--- src/rtl/multicycle_shift_ctrl.sv ---
// Iterative shifter for SLL/SRL/SRA. One request at a time: the operand is
// stepped through a 2-bit shift stage, with a final 1-bit step for odd amounts.
// Valid/ready on both sides; busy stalls the surrounding pipeline.
module multicycle_shift_ctrl #(
    parameter int N       = 32,
    parameter int SHAMT_W = 5
) (
    input  logic               clk,
    input  logic               rst,
    input  logic               in_valid,
    output logic               in_ready,
    input  logic [N-1:0]       in_data,
    input  logic [SHAMT_W-1:0] in_shamt,
    input  logic [1:0]         in_op,
    output logic               out_valid,
    input  logic               out_ready,
    output logic [N-1:0]       out_data,
    output logic               busy
);

    // state | meaning
    // IDLE  | waiting for a request, in_ready high
    // SHIFT | stepping acc by 2 (or 1 on the last odd step) until rem is 0
    // DONE  | result presented on out_data, waiting for out_ready
    typedef enum logic [1:0] {
        IDLE  = 2'd0,
        SHIFT = 2'd1,
        DONE  = 2'd2
    } state_t;

    localparam logic [1:0] OP_SRL = 2'b01;
    localparam logic [1:0] OP_SRA = 2'b10;

    state_t             state;
    state_t             state_next;
    logic [N-1:0]       acc;
    logic [N-1:0]       acc_step;
    logic [SHAMT_W-1:0] rem;
    logic [SHAMT_W-1:0] rem_step;
    logic [1:0]         op;
    logic               step_two;

    // One shift step: 2 bits while at least 2 remain, else the final single bit.
    // Amounts beyond N saturate naturally because every step keeps shifting.
    always_comb begin
        step_two = (rem >= SHAMT_W'(2));
        rem_step = step_two ? (rem - SHAMT_W'(2)) : '0;
        case (op)
            OP_SRL:  acc_step = step_two ? (acc >> 2) : (acc >> 1);
            OP_SRA:  acc_step = step_two ? $unsigned($signed(acc) >>> 2)
                                         : $unsigned($signed(acc) >>> 1);
            default: acc_step = step_two ? (acc << 2) : (acc << 1);
        endcase
    end

    // State register; reset abandons any operation in flight.
    always_ff @(posedge clk) begin
        if (rst) begin
            state <= IDLE;
        end else begin
            state <= state_next;
        end
    end

    // Next-state logic.
    always_comb begin
        state_next = state;
        case (state)
            IDLE: begin
                if (in_valid) begin
                    state_next = (in_shamt == '0) ? DONE : SHIFT;
                end
            end
            SHIFT: begin
                if (rem_step == '0) begin
                    state_next = DONE;
                end
            end
            DONE: begin
                if (out_ready) begin
                    state_next = IDLE;
                end
            end
            default: state_next = IDLE;
        endcase
    end

    // Datapath: operands are captured only on accept, then acc/rem step in SHIFT.
    always_ff @(posedge clk) begin
        if (rst) begin
            acc <= '0;
            rem <= '0;
            op  <= '0;
        end else begin
            case (state)
                IDLE: begin
                    if (in_valid) begin
                        acc <= in_data;
                        rem <= in_shamt;
                        op  <= in_op;
                    end
                end
                SHIFT: begin
                    acc <= acc_step;
                    rem <= rem_step;
                end
                default: begin
                    acc <= acc;
                    rem <= rem;
                    op  <= op;
                end
            endcase
        end
    end

    // Outputs decoded from state; out_data is only driven with acc in DONE.
    always_comb begin
        in_ready  = (state == IDLE) && !rst;
        out_valid = (state == DONE);
        busy      = (state != IDLE);
        out_data  = (state == DONE) ? acc : '0;
    end

endmodule

--- config.mk ---
export PLATFORM = sky130hd
export DESIGN_NAME = multicycle_shift_ctrl
export DESIGN_NICKNAME = d
export VERILOG_FILES = /design/src/rtl/multicycle_shift_ctrl.sv
export SDC_FILE = /design/constraint.sdc
export NUM_CORES = 1
export LEC_CHECK = 0
export CAP_MARGIN = 20
export CORE_MARGIN = 2
export CORE_UTILIZATION = 40
export DETAILED_ROUTE_END_ITERATION = 7
export HOLD_SLACK_MARGIN = 0.08
export PLACE_DENSITY = 0.74
export RECOVER_POWER = 50
export SYNTH_ARGS = -nofsm -noshare
export SYNTH_HDL_FRONTEND = slang
export SYNTH_SLANG_ARGS = --single-unit
--- constraint.sdc ---
create_clock -name clk -period 2.73 [get_ports clk]
set_input_delay 0.819 -clock clk [delete_from_list [all_inputs] [get_ports clk]]
set_output_delay 0.819 -clock clk [all_outputs]
set_load 0.1 [all_outputs]
[Yosys cells after proc, flatten, opt, wreduce, memory -nomap -nowiden]
Index checks and enable logic that the tools add are counted.
Word-level totals
  register bits: 41
  bits in latches: 0
  bits in writable memories: 0
  bits in read-only memories: 0
  output and inout port bits: 35
  logic and storage cells: 41
  memories kept: 0
Cells by class
  $add $sub $neg: 1
  multiply operators: 0
  divide/modulo/power cells: 0
  $lt $le $gt $ge: 1
  eq/ne operators: 8
  shift-type cells: 0
  mux-type cells: 15
  bitwise operators: 0
  reduce and logical (&&, ||, !) cells: 11
Operator list (count)
  32-bit case mux with 2 select lines: 2
  32-bit two-way mux: 3
  31-bit two-way mux: 1
  30-bit two-way mux: 1
  5-bit zero test: 2
  5-bit two-way mux: 2
  5-bit case mux with 2 select lines: 1
  2-bit two-way mux: 4
  2-bit != test, second input constant: 3
  2-bit case mux with 3 select lines: 1
  3-bit AND reduction: 2
  5-bit by 2-bit >= comparator with 1-bit output, second input constant: 1
  5-bit by 2-bit subtractor with 5-bit output, second input constant: 1
  2-bit by 1-bit == test with 1-bit output, second input constant: 2
  2-bit == test, second input constant: 2
  2-bit AND reduction: 2
  2-bit nonzero test: 2
  2-bit zero test: 1
  2-bit by 1-bit != test with 1-bit output, second input constant: 1
  1-bit logical AND: 1
  1-bit zero test: 1

[Longest topological paths before layout]
Gate-level depths: netlist of run 1.
  depth in word-level cells: 5
  mapped depth: 8
  mapped depth without buffers: 6

[Worst setup path before layout of run 1]
No wires, ideal clock.
  path kind: register to output
  from: register state[1]
  to: output port out_data[21]
  data arrival time: 2.840 ns
  data required time: 1.911 ns
  path slack: -0.929 ns
  cell stages (with the launch flop): 6
  cell sequence: dfxtp_1 buf_2 clkinv_1 nor2_1 clkbuf_1 and2_1
Between the ends
  word-level cells in the longest chain between the ends: 2
Ends and longest elaborated chain
  start: declaration: RTL line 34  | state_t state;
  start signal: assignment: RTL line 61  | state <= state_next;
  2-bit == test
  net out_valid: RTL line 15  | output logic out_valid,
  32-bit two-way mux: RTL line 121  | out_data = (state == DONE) ? acc : '0;
  end: declaration: RTL line 17  | output logic [N-1:0] out_data,
The timed path passes the listed nets, and every way through them passes these cells.

[Final worst setup path of run 1]
  from: register state[1]
  to: output port out_data[1]
Between the ends
  word-level cells in the longest chain between the ends: 2
Ends and longest elaborated chain (RTL line)
  2-bit == test: 121
  32-bit two-way mux: 121
Every way passes these cells.

==> reports/results.ini, run 1 <==
[timing]
fmax_ghz=0.394
hold_viol_final=0
drv_slew=0
fin_skew_ns=0.00510
setup_tns_ns=0
finalSetupViolCount=0
tightest_slew_ns=0.885
fin_crit_sh_pct=93.1
maxSlewHeadroom_pct=40.8
rsz0062_at_grt=false
fin_crit_ns=2.54

[floorplan]
core_mm2=0.00864
die_x_um=97.7
dieArea_mm2=0.00955
start_util_pct=40.7
die-height_um=97.7
rows=34
io-pin-count=78

[setup_path]
required_ns=1.91
cp_num_buf_inv=3
cpLargestDelayFamily=buffers and inverters
path_cells=clkinv_1 -> nor2_2 -> clkbuf_1 -> and2_2 -> buf_12
slowest_delay_ns=0.42
path_class=flip-flop to primary output
start_kind=flip-flop
path_max_fanout=12
cp_data_arrival_time_ns=1.72
crit_slowest_cell=clkbuf_1
cp-end-kind=primary output

[finish]
fillCellCount=810
final_util_pct=55.8
final_cell_mix=a21oi_1 (45), clkdlybuf4s50_1 (42), dfxtp_1 (41)
areaGrowthSynthToFinish_pct=37.0
diodes=0
stdcell_count=626
fin_nets=563
drive_gt1_share_pct=18.7
final_common_cell=a21oi_1

[routing]
finalWirelength_um=12000
viasPerCell=6.68
vias=4182
dr.pass1.iters=5
route.detailed.drc=0
first_iter_violations=414
wl_per_cell_um=19.1
ant_nets=0

[synth]
async_reset_ff_share_pct=0
netlist_instances=467
syn_area_mm2=0.00351
yosys_warnings=0
ys.flop_type=dfxtp_1
yosysUniqueCellTypes=55
synth_seq_cells=41
syn_nets=513
synth_edf_count=0
yosysSeqAreaShare_pct=23.4
syn-mean-instance-area_um2=7.53

[power]
switching_share_pct=51.3
p_leak_nw=1.67
combPwrFrac_pct=58.1
clock_power_share_pct=11.4
p_seq_share_pct=30.4
power_mw=3.54
internal-power_mw=1.72
powerDensity_mw_per_mm2=735
irDropWorstVdd_v=0.000318
netSwitchingPower_mw=1.82

[clocking]
cts_tree=done
post_cts_buffers=0
cts_hold_buffers=0
htree_levels=2
cts_buffers=5
clock_path_buffers=2
ctsResizeCount=0
clockRootBuffer=clkbuf_8
clkSinkCount=41
path_clk_slew_ns=0.08
clock_latency_ns=0.30

[global_routing]
grt_pass1_vias=4030
antenna_found_initial=0
gr-total-overflow=0
grt_pass1_wl_um=19900
grt_max_degree=59
grt_util_all_layers_pct=24.6

[placed_design]
place_congestion=0.888
dp_hpwl_um=7990
dp.cells=618
portBuffers=77

[outcome]
status=completed

[job]
cap_violations=0

[min_path]
hold_path_class=flip-flop to flip-flop

-- worst min-delay path, delay by kind of cell, from the launching register on --
family        cells  cell delay [ns]
simple gates      2             0.12
flops             1             0.35
-- synthesized netlist by cell type, drive strengths merged, types with 2 or more instances --
master	n	area share [%]
a211oi	2	0.43
a311oi	14	3.5
a211o	15	3.7
o221a	2	0.64
and2	31	5.5
a31oi	5	0.89
a21boi	6	1.3
nor3b	4	1.5
nor3	8	1.1
o21ba	2	0.57
o22a	3	0.75
o21ai	28	4.0
a311o	12	3.4
o22ai	4	0.71
a22oi	2	0.43
o221ai	4	1.0
a2111oi	15	3.9
nor2	14	1.5
nand4b	2	0.50
o211ai	34	7.3
nor2b	4	0.71
o31ai	2	0.43
nand3	22	3.1
ha	3	1.1
or3	8	1.4
nand4	26	4.6
clkbuf	38	4.1
or3b	2	0.50
a21oi	45	6.4
mux2i	3	0.85
buf	20	3.6
nand2b	2	0.36
and3	7	1.5
or4	2	0.43
dfxtp	41	23
inv	12	1.3
nand2	14	1.5
-- logic make-up (layout without fill, tap and decap cells) --
| family | Yosys count | count (layout) | share of synthesized area (%) |
|---|---|---|---|
| compound gates | 200 | 200 | 40.5 |
| simple gates | 149 | 149 | 25.1 |
| buf+inv | 71 | 122 | 9.11 |
| flops | 41 | 41 | 23.4 |
| fa+ha+maj | 3 | 3 | 1.07 |
| mux | 3 | 3 | 0.854 |
-- sequential cells by signal, indices dropped and copies added (netlist names) --
name / cells
acc: 32
op: 2
rem: 5
state: 2
-- final cells by class --
cell class | instances | area, um2 | share of cell area (%)
well taps | 108 | 135 | 2.81
multi-input cells | 355 | 2420 | 50.3
clock buffers | 8 | 80.1 | 1.66
inverters | 13 | 48.8 | 1.01
flip-flops and latches | 41 | 821 | 17.0
repair buffers | 101 | 1310 | 27.2
-- stage by stage --
step                      worst slack [ns]  cell area [um2]  hold WS, ns
final                                0.189             4810        0.522
after global routing                0.0736             4810        0.548
after CTS                            0.221             4900        0.506
after detailed placement             0.174             4820        0.499
after global placement               0.241             4820        0.475
after floorplan                    -0.0358             3580        0.447
-- layer usage --
layer  up-vias  share of wire, %  global-route usage (%)
met2       248                48                    40.5
li1       1931                 -                       -
met1      1974                42                    33.3
met5         -                 0                       0
met3        29               8.3                    3.72
met4         0               1.9                    7.80
-- power groups by stage --
stage,combinational (mW),sequential (mW),clock [mW]
2_1_floorplan,1.50,0.973,0
3_3_place_gp,2.04,1.07,0
3_5_place_dp,2.08,1.08,0
4_1_cts,2.09,1.07,0.408
5_1_grt,2.22,1.11,0.436
6_report,2.06,1.08,0.404
-- worst paths after layout --
kind                              start  slack [ns]  cells past startpoint                   end
setup / recovery  state[1]$_SDFFE_PP0P_        0.19                      5           out_data[1]
hold / removal      acc[4]$_SDFFE_PP0P_        0.52                      2   acc[4]$_SDFFE_PP0P_
setup reg to reg    rem[2]$_SDFFE_PP0P_        0.26                      5  acc[31]$_SDFFE_PP0P_
hold reg to reg     acc[4]$_SDFFE_PP0P_        0.52                      2   acc[4]$_SDFFE_PP0P_
Note: power is estimated with default switching activity, not from simulation.
==> run 2: changes to the inputs <==
CAP_MARGIN = 40   (was 20)
==> results of run 2 <==
Same layout as run 1: the final DEF is identical, and so are final timing and power.
==> run 3: changes to the inputs <==
SLEW_MARGIN = 5   (was unset)
==> results of run 3 <==
Same layout as run 1: the final DEF is identical, and so are final timing and power.
